`config.mk`:
```
export PLATFORM = sky130hd
export DESIGN_NAME = dmem_arbiter
export DESIGN_NICKNAME = d
export VERILOG_FILES = /design/src/rtl/dmem_arbiter.sv
export SDC_FILE = /design/constraint.sdc
export NUM_CORES = 1
export LEC_CHECK = 0
export CAP_MARGIN = 0
export CELL_PAD_IN_SITES_DETAIL_PLACEMENT = 2
export CELL_PAD_IN_SITES_GLOBAL_PLACEMENT = 2
export CORE_MARGIN = 2
export CORE_UTILIZATION = 24
export DETAILED_ROUTE_END_ITERATION = 7
export PLACE_DENSITY_LB_ADDON = 0.1
export SLEW_MARGIN = 40
export SYNTH_ARGS = -nofsm -noshare
export SYNTH_HDL_FRONTEND = slang
export SYNTH_SLANG_ARGS = --single-unit
```
`constraint.sdc`:
```
create_clock -name Clk -period 2.9 [get_ports Clk]
set_input_delay 0.58 -clock Clk [delete_from_list [all_inputs] [get_ports Clk]]
set_output_delay 0.58 -clock Clk [all_outputs]
set_load 0.01 [all_outputs]
```
`src/rtl/dmem_arbiter.sv`:
```
// dmem_arbiter
// Two-requester arbiter and sequencer in front of a single-port, byte-addressed
// data memory. Requester 0 is the CPU load/store stage and requester 1 is the
// debug/DMA port. Each granted request becomes one memory access:
//   IDLE -> ACCESS (strobes high for exactly one cycle) -> RESP (one-cycle ack) -> IDLE
// When both requesters ask at once, round-robin picks the one that did not win last.
//
// Ports
//   Clk, Reset_n          clock, asynchronous active-low reset
//   req, we               per-requester request and write flag
//   addr0/1, wdata0/1     per-requester byte address and write data
//   half0/1, uns0/1       per-requester read size (halfword) and unsigned flag
//   gnt                   one-hot owner of the memory (high during ACCESS)
//   ack, err              one-cycle completion pulse, rejection flag
//   rdata                 read data, valid in the ack cycle
//   mem_address, mem_data_in, MemRead, MemWrite, lh, lhu   memory-side controls
//   mem_data_out          memory read data
//
// Optional feature: define DMEM_ARB_CHECK_EN to reject misaligned or out-of-range
// requests in IDLE. A rejected request skips ACCESS and gets ack+err one cycle later.

module dmem_arbiter #(
    parameter int MEM_BYTES = 64,
    parameter bit PRIO_INIT = 1'b0
) (
    input  logic        Clk,
    input  logic        Reset_n,
    input  logic [1:0]  req,
    input  logic [1:0]  we,
    input  logic [31:0] addr0,
    input  logic [31:0] addr1,
    input  logic [31:0] wdata0,
    input  logic [31:0] wdata1,
    input  logic        half0,
    input  logic        half1,
    input  logic        uns0,
    input  logic        uns1,
    output logic [1:0]  gnt,
    output logic [1:0]  ack,
    output logic [31:0] rdata,
    output logic [1:0]  err,
    output logic [31:0] mem_address,
    output logic [31:0] mem_data_in,
    output logic        MemRead,
    output logic        MemWrite,
    output logic        lh,
    output logic        lhu,
    input  logic [31:0] mem_data_out
);

    typedef enum logic [1:0] {
        IDLE   = 2'd0,
        ACCESS = 2'd1,
        RESP   = 2'd2
    } state_t;

    state_t      state;
    logic        prio;
    logic        win_q;

    logic        win;
    logic        sel_we;
    logic [31:0] sel_addr;
    logic [31:0] sel_wdata;
    logic        sel_half;
    logic        sel_uns;

    // The memory must hold at least one word for any access to be legal.
    if (MEM_BYTES < 4) begin : g_bad_size
        $error("dmem_arbiter: MEM_BYTES must be at least 4");
    end

    // Winner: a lone requester always wins; on contention the favoured one wins.
    always_comb begin
        win       = (req == 2'b11) ? prio : req[1];
        sel_we    = win ? we[1]  : we[0];
        sel_addr  = win ? addr1  : addr0;
        sel_wdata = win ? wdata1 : wdata0;
        sel_half  = win ? half1  : half0;
        sel_uns   = win ? uns1   : uns0;
    end

`ifdef DMEM_ARB_CHECK_EN
    logic        is_half;
    logic [32:0] last_byte;
    logic        reject;

    // Halfword sizing applies only to reads; writes are always full words.
    // The range sum is one bit wider so an address near 2^32 cannot wrap.
    always_comb begin
        is_half   = sel_half & ~sel_we;
        last_byte = {1'b0, sel_addr} + (is_half ? 33'd1 : 33'd3);
        reject    = (is_half ? sel_addr[0] : (|sel_addr[1:0]))
                  | (last_byte >= 33'(MEM_BYTES));
    end
`else
    assign err = 2'b00;
`endif

    // Single FSM with all outputs registered; reset drops strobes asynchronously.
    always_ff @(posedge Clk or negedge Reset_n) begin
        if (!Reset_n) begin
            state       <= IDLE;
            prio        <= PRIO_INIT;
            win_q       <= 1'b0;
            gnt         <= 2'b00;
            ack         <= 2'b00;
            rdata       <= 32'h0;
            mem_address <= 32'h0;
            mem_data_in <= 32'h0;
            MemRead     <= 1'b0;
            MemWrite    <= 1'b0;
            lh          <= 1'b0;
            lhu         <= 1'b0;
`ifdef DMEM_ARB_CHECK_EN
            err         <= 2'b00;
`endif
        end else begin
            case (state)
                IDLE: begin
                    ack <= 2'b00;
`ifdef DMEM_ARB_CHECK_EN
                    err <= 2'b00;
`endif
                    if (|req) begin
                        prio  <= ~win;
                        win_q <= win;
`ifdef DMEM_ARB_CHECK_EN
                        if (reject) begin
                            ack   <= win ? 2'b10 : 2'b01;
                            err   <= win ? 2'b10 : 2'b01;
                            state <= RESP;
                        end else begin
`else
                        begin
`endif
                            gnt         <= win ? 2'b10 : 2'b01;
                            mem_address <= sel_addr;
                            mem_data_in <= sel_wdata;
                            MemRead     <= ~sel_we;
                            MemWrite    <= sel_we;
                            lh          <= ~sel_we & sel_half & ~sel_uns;
                            lhu         <= ~sel_we & sel_half & sel_uns;
                            state       <= ACCESS;
                        end
                    end
                end
                ACCESS: begin
                    // Writes leave rdata holding the last read value.
                    if (MemRead) begin
                        rdata <= mem_data_out;
                    end
                    MemRead  <= 1'b0;
                    MemWrite <= 1'b0;
                    lh       <= 1'b0;
                    lhu      <= 1'b0;
                    gnt      <= 2'b00;
                    ack      <= win_q ? 2'b10 : 2'b01;
                    state    <= RESP;
                end
                RESP: begin
                    ack   <= 2'b00;
`ifdef DMEM_ARB_CHECK_EN
                    err   <= 2'b00;
`endif
                    state <= IDLE;
                end
                default: begin
                    state <= IDLE;
                end
            endcase
        end
    end

endmodule
```
==> impl_metrics.env <==
export IMPL_status="finished clean"
export IMPL_ys_flop_type="dfrtp_1"
export IMPL_diodes=0
export IMPL_overflow=0
export IMPL_ys_seq_elements=108
export IMPL_vias=4041
export IMPL_worst_slack_ns=0.7713
export IMPL_drtPass1Iterations=4
export IMPL_cts_buffers_inserted=9
export IMPL_cts_sinks=108
export IMPL_antenna_found_initial=0
export IMPL_maxCapViolCount=0
export IMPL_slowest_delay_ns=0.61
export IMPL_yosysUniqueCellTypes=30
export IMPL_reg2reg_to="rdata[12]"
export IMPL_ys_seq_area_share_pct=58.90
export IMPL_place_ws_ns=0.3808
export IMPL_max_freq_mhz=469.8
export IMPL_gp_congestion=0.7550
export IMPL_rr_startpoint="state[1]"
export IMPL_die_y_microns=142.3
export IMPL_synth_top_cell_by_area="dfrtp_1"
export IMPL_postSynthAreaPerCell_sq_um=13.34
export IMPL_cp_max_fo=54
export IMPL_grt_max_degree=67
export IMPL_synthTopCellsByCount="dfrtp_1 (108), a221o_1 (64), and3_1 (64)"
export IMPL_crit_type="input pin to flip-flop"
export IMPL_worst_pin_slew_ns=0.7504
export IMPL_io_pins=276
export IMPL_ir_drop_uv=292.7
export IMPL_num_rows=50
export IMPL_tns_ns=0
export IMPL_arrival_ns=2.36
export IMPL_yosys_warnings=0
export IMPL_ant_nets=0
export IMPL_powerDensity_nw_per_um2=1004
export IMPL_ff2ff_path_depth=3
export IMPL_startpoint="req[0]"
export IMPL_cts_tree="built"
export IMPL_yosysTopAreaCellShare_pct=58.90
export IMPL_internal_power_mw=5.171
export IMPL_power_frac_comb_pct=49.6
export IMPL_hold_viol=0
export IMPL_power_leakage_nw=3.415
export IMPL_finClkSkew_ns=0.01088
export IMPL_grt_total_usage_pct=17.14
export IMPL_port_buffers=273
export IMPL_clock_path_buffers=2
export IMPL_path_clk_slew_ns=0.07
export IMPL_worstSetupEndpoint="MemWrite"
export IMPL_finalMaxSlewViolations=0
export IMPL_syn_inst=344
export IMPL_grt_pass1_vias=4534
export IMPL_rsz0062_at_grt="no"
export IMPL_drtIter0Drc=122
export IMPL_hp_class="input pin to asynchronous set/reset pin"
export IMPL_start_util_pct=24.53
export IMPL_setup_viol=0
export IMPL_endpoint_kind="flip-flop"
export IMPL_p_clk_share_pct=15.7
export IMPL_cts_max_level=3
export IMPL_cts_setup_buffers=0
export IMPL_r2r_slack_ns=0.91
export IMPL_dp_cells=826
export IMPL_syn_to_final_growth_pct=70.44
export IMPL_cp_start_kind="input pin"
export IMPL_p_sw_mw=2.679
export IMPL_finalNonFillerCells=842
export IMPL_yosysMostFrequentCell="dfrtp_1"
export IMPL_synth_edff_count=0
export IMPL_clockRootBuffer="clkbuf_16"
export IMPL_crit_chain="clkdlybuf4s50_1 -> a21boi_4 -> buf_12 -> o21ai_0 -> a21oi_1 -> a21oi_1"
export IMPL_core_area_sq_um=18710
export IMPL_clock_latency_ns=0.35
export IMPL_grt_pass1_wl_microns=26470
export IMPL_cts_resized=0
export IMPL_synthTopCellsByArea="dfrtp_1 (59%), a221o_1 (14%), and3_1 (8.7%), mux2_2 (6.1%), buf_6 (2.2%)"
export IMPL_fp_dieArea_sq_um=20240
export IMPL_hpwl_microns=12710
export IMPL_p_sw_share_pct=34.13
export IMPL_die_width_microns=142.3
export IMPL_viasPerCell=4.799
export IMPL_drc=0
export IMPL_min_period_over_period_pct=73.40
export IMPL_nFillCells=1883
export IMPL_cp_common_cell="a21oi_1"
export IMPL_holdBufCountCts=0
export IMPL_maxSlewHeadroom_pct=49.80
export IMPL_seqPwrFrac_pct=34.7
export IMPL_netlist_area_sq_um=4588
export IMPL_async_reset_ff_share_pct=100.0
export IMPL_wl_microns=17300
export IMPL_post_route_min_period_ns=2.129
export IMPL_required_ns=3.14
export IMPL_nNetsFinal=773
export IMPL_power_mw=7.850
export IMPL_wire_per_inst_microns=20.55
export IMPL_cp_slowest_cell="clkdlybuf4s50_1"
export IMPL_layout_drive_gt1_share_pct=9.375
## power groups by stage
stage / Clock (mW) / Combinational (mW) / Sequential (mW)
floorplan: 0 / 1.54 / 2.98
global placement: 0 / 3.88 / 2.71
detailed placement: 0 / 3.97 / 2.75
CTS: 1.28 / 3.97 / 2.74
global route: 1.34 / 4.22 / 2.84
finish: 1.23 / 3.89 / 2.73
## through the flow
step | hold slack (ns) | cell area (sq um) | utilization, %
CTS | 0.2763 | 7820 | 41.81
finish | 0.2517 | 7820 | 41.81
floorplan | 0.2844 | 4592 | -
global placement | 0.4626 | 7523 | 40.22
detailed placement | 0.4707 | 7523 | 40.22
global route | 0.3041 | 7820 | 41.81
## registers in the layout, summed over array words and instances (netlist names)
| name | cells |
|---|---|
| rdata | 32 |
| MemWrite | 1 |
| gnt | 2 |
| win_q | 1 |
| lhu | 1 |
| MemRead | 1 |
| state | 2 |
| lh | 1 |
| ack | 2 |
| mem_address | 32 |
| mem_data_in | 32 |
| prio | 1 |
## per-layer routing
metal  vias to the layer above  global-route usage (%)  routed length [microns]  share of wire [%]
met2                       186                   28.12                     8019                 46
met4                         0                   5.421                      242                1.4
met3                        14                   5.989                     1781                 10
met5                         -                       0                        0                  0
met1                      2007                   21.19                     7256                 42
li1                       1834                       -                        -                  -
## kinds of logic after synthesis
family          Yosys count  share of synthesized area [%]
mux                      34                          8.290
buf+inv                  37                          4.909
other cells               1                        0.08173
simple gates             82                          11.24
compound gates           82                          16.58
flops                   108                          58.90
## layout by cell type (no fill, tap or decap), types with 2 or more instances in the layout
| master | n |
|---|---|
| mux2i_1 | 2 |
| a21oi_1 | 4 |
| clkdlybuf4s50_1 | 272 |
| o21ai_0 | 5 |
| clkbuf_8 | 3 |
| conb_1 | 2 |
| nand2_2 | 2 |
| buf_12 | 3 |
| mux2_1 | 7 |
| dfrtp_1 | 108 |
| clkbuf_16 | 9 |
| nand2_1 | 4 |
| inv_6 | 2 |
| nor2b_1 | 3 |
| and2_1 | 2 |
| buf_4 | 7 |
| a221o_1 | 64 |
| inv_1 | 2 |
| mux2_2 | 25 |
| nand2b_1 | 2 |
| and3_1 | 64 |
| a21o_1 | 4 |
## critical path: cells and delay by family
| kind | cells | cell delay [ns] |
|---|---|---|
| AOI/OAI and AO/OA | 4 | 0.90 |
| buffers and inverters | 2 | 0.88 |
## worst min path at each step
stage,end,slack (ns),startpoint
floorplan,MemRead,0.28,Reset_n
global placement,gnt[1],0.46,gnt[1]
detailed placement,gnt[1],0.47,gnt[1]
CTS,rdata[21],0.28,Reset_n
global route,rdata[27],0.30,Reset_n
finish,rdata[27],0.25,Reset_n
## layout make-up
class / count / area [sq um] / share of cell area, %
repair buffers: 282 / 2835 / 36.26
flip-flops and latches: 108 / 2703 / 34.56
multi-input cells: 200 / 1685 / 21.55
well taps: 234 / 292.8 / 3.744
clock buffers: 12 / 266.5 / 3.408
clock inverters: 4 / 30.03 / 0.3840
inverters: 2 / 7.507 / 0.09600
(Power assumes the default switching activity.)
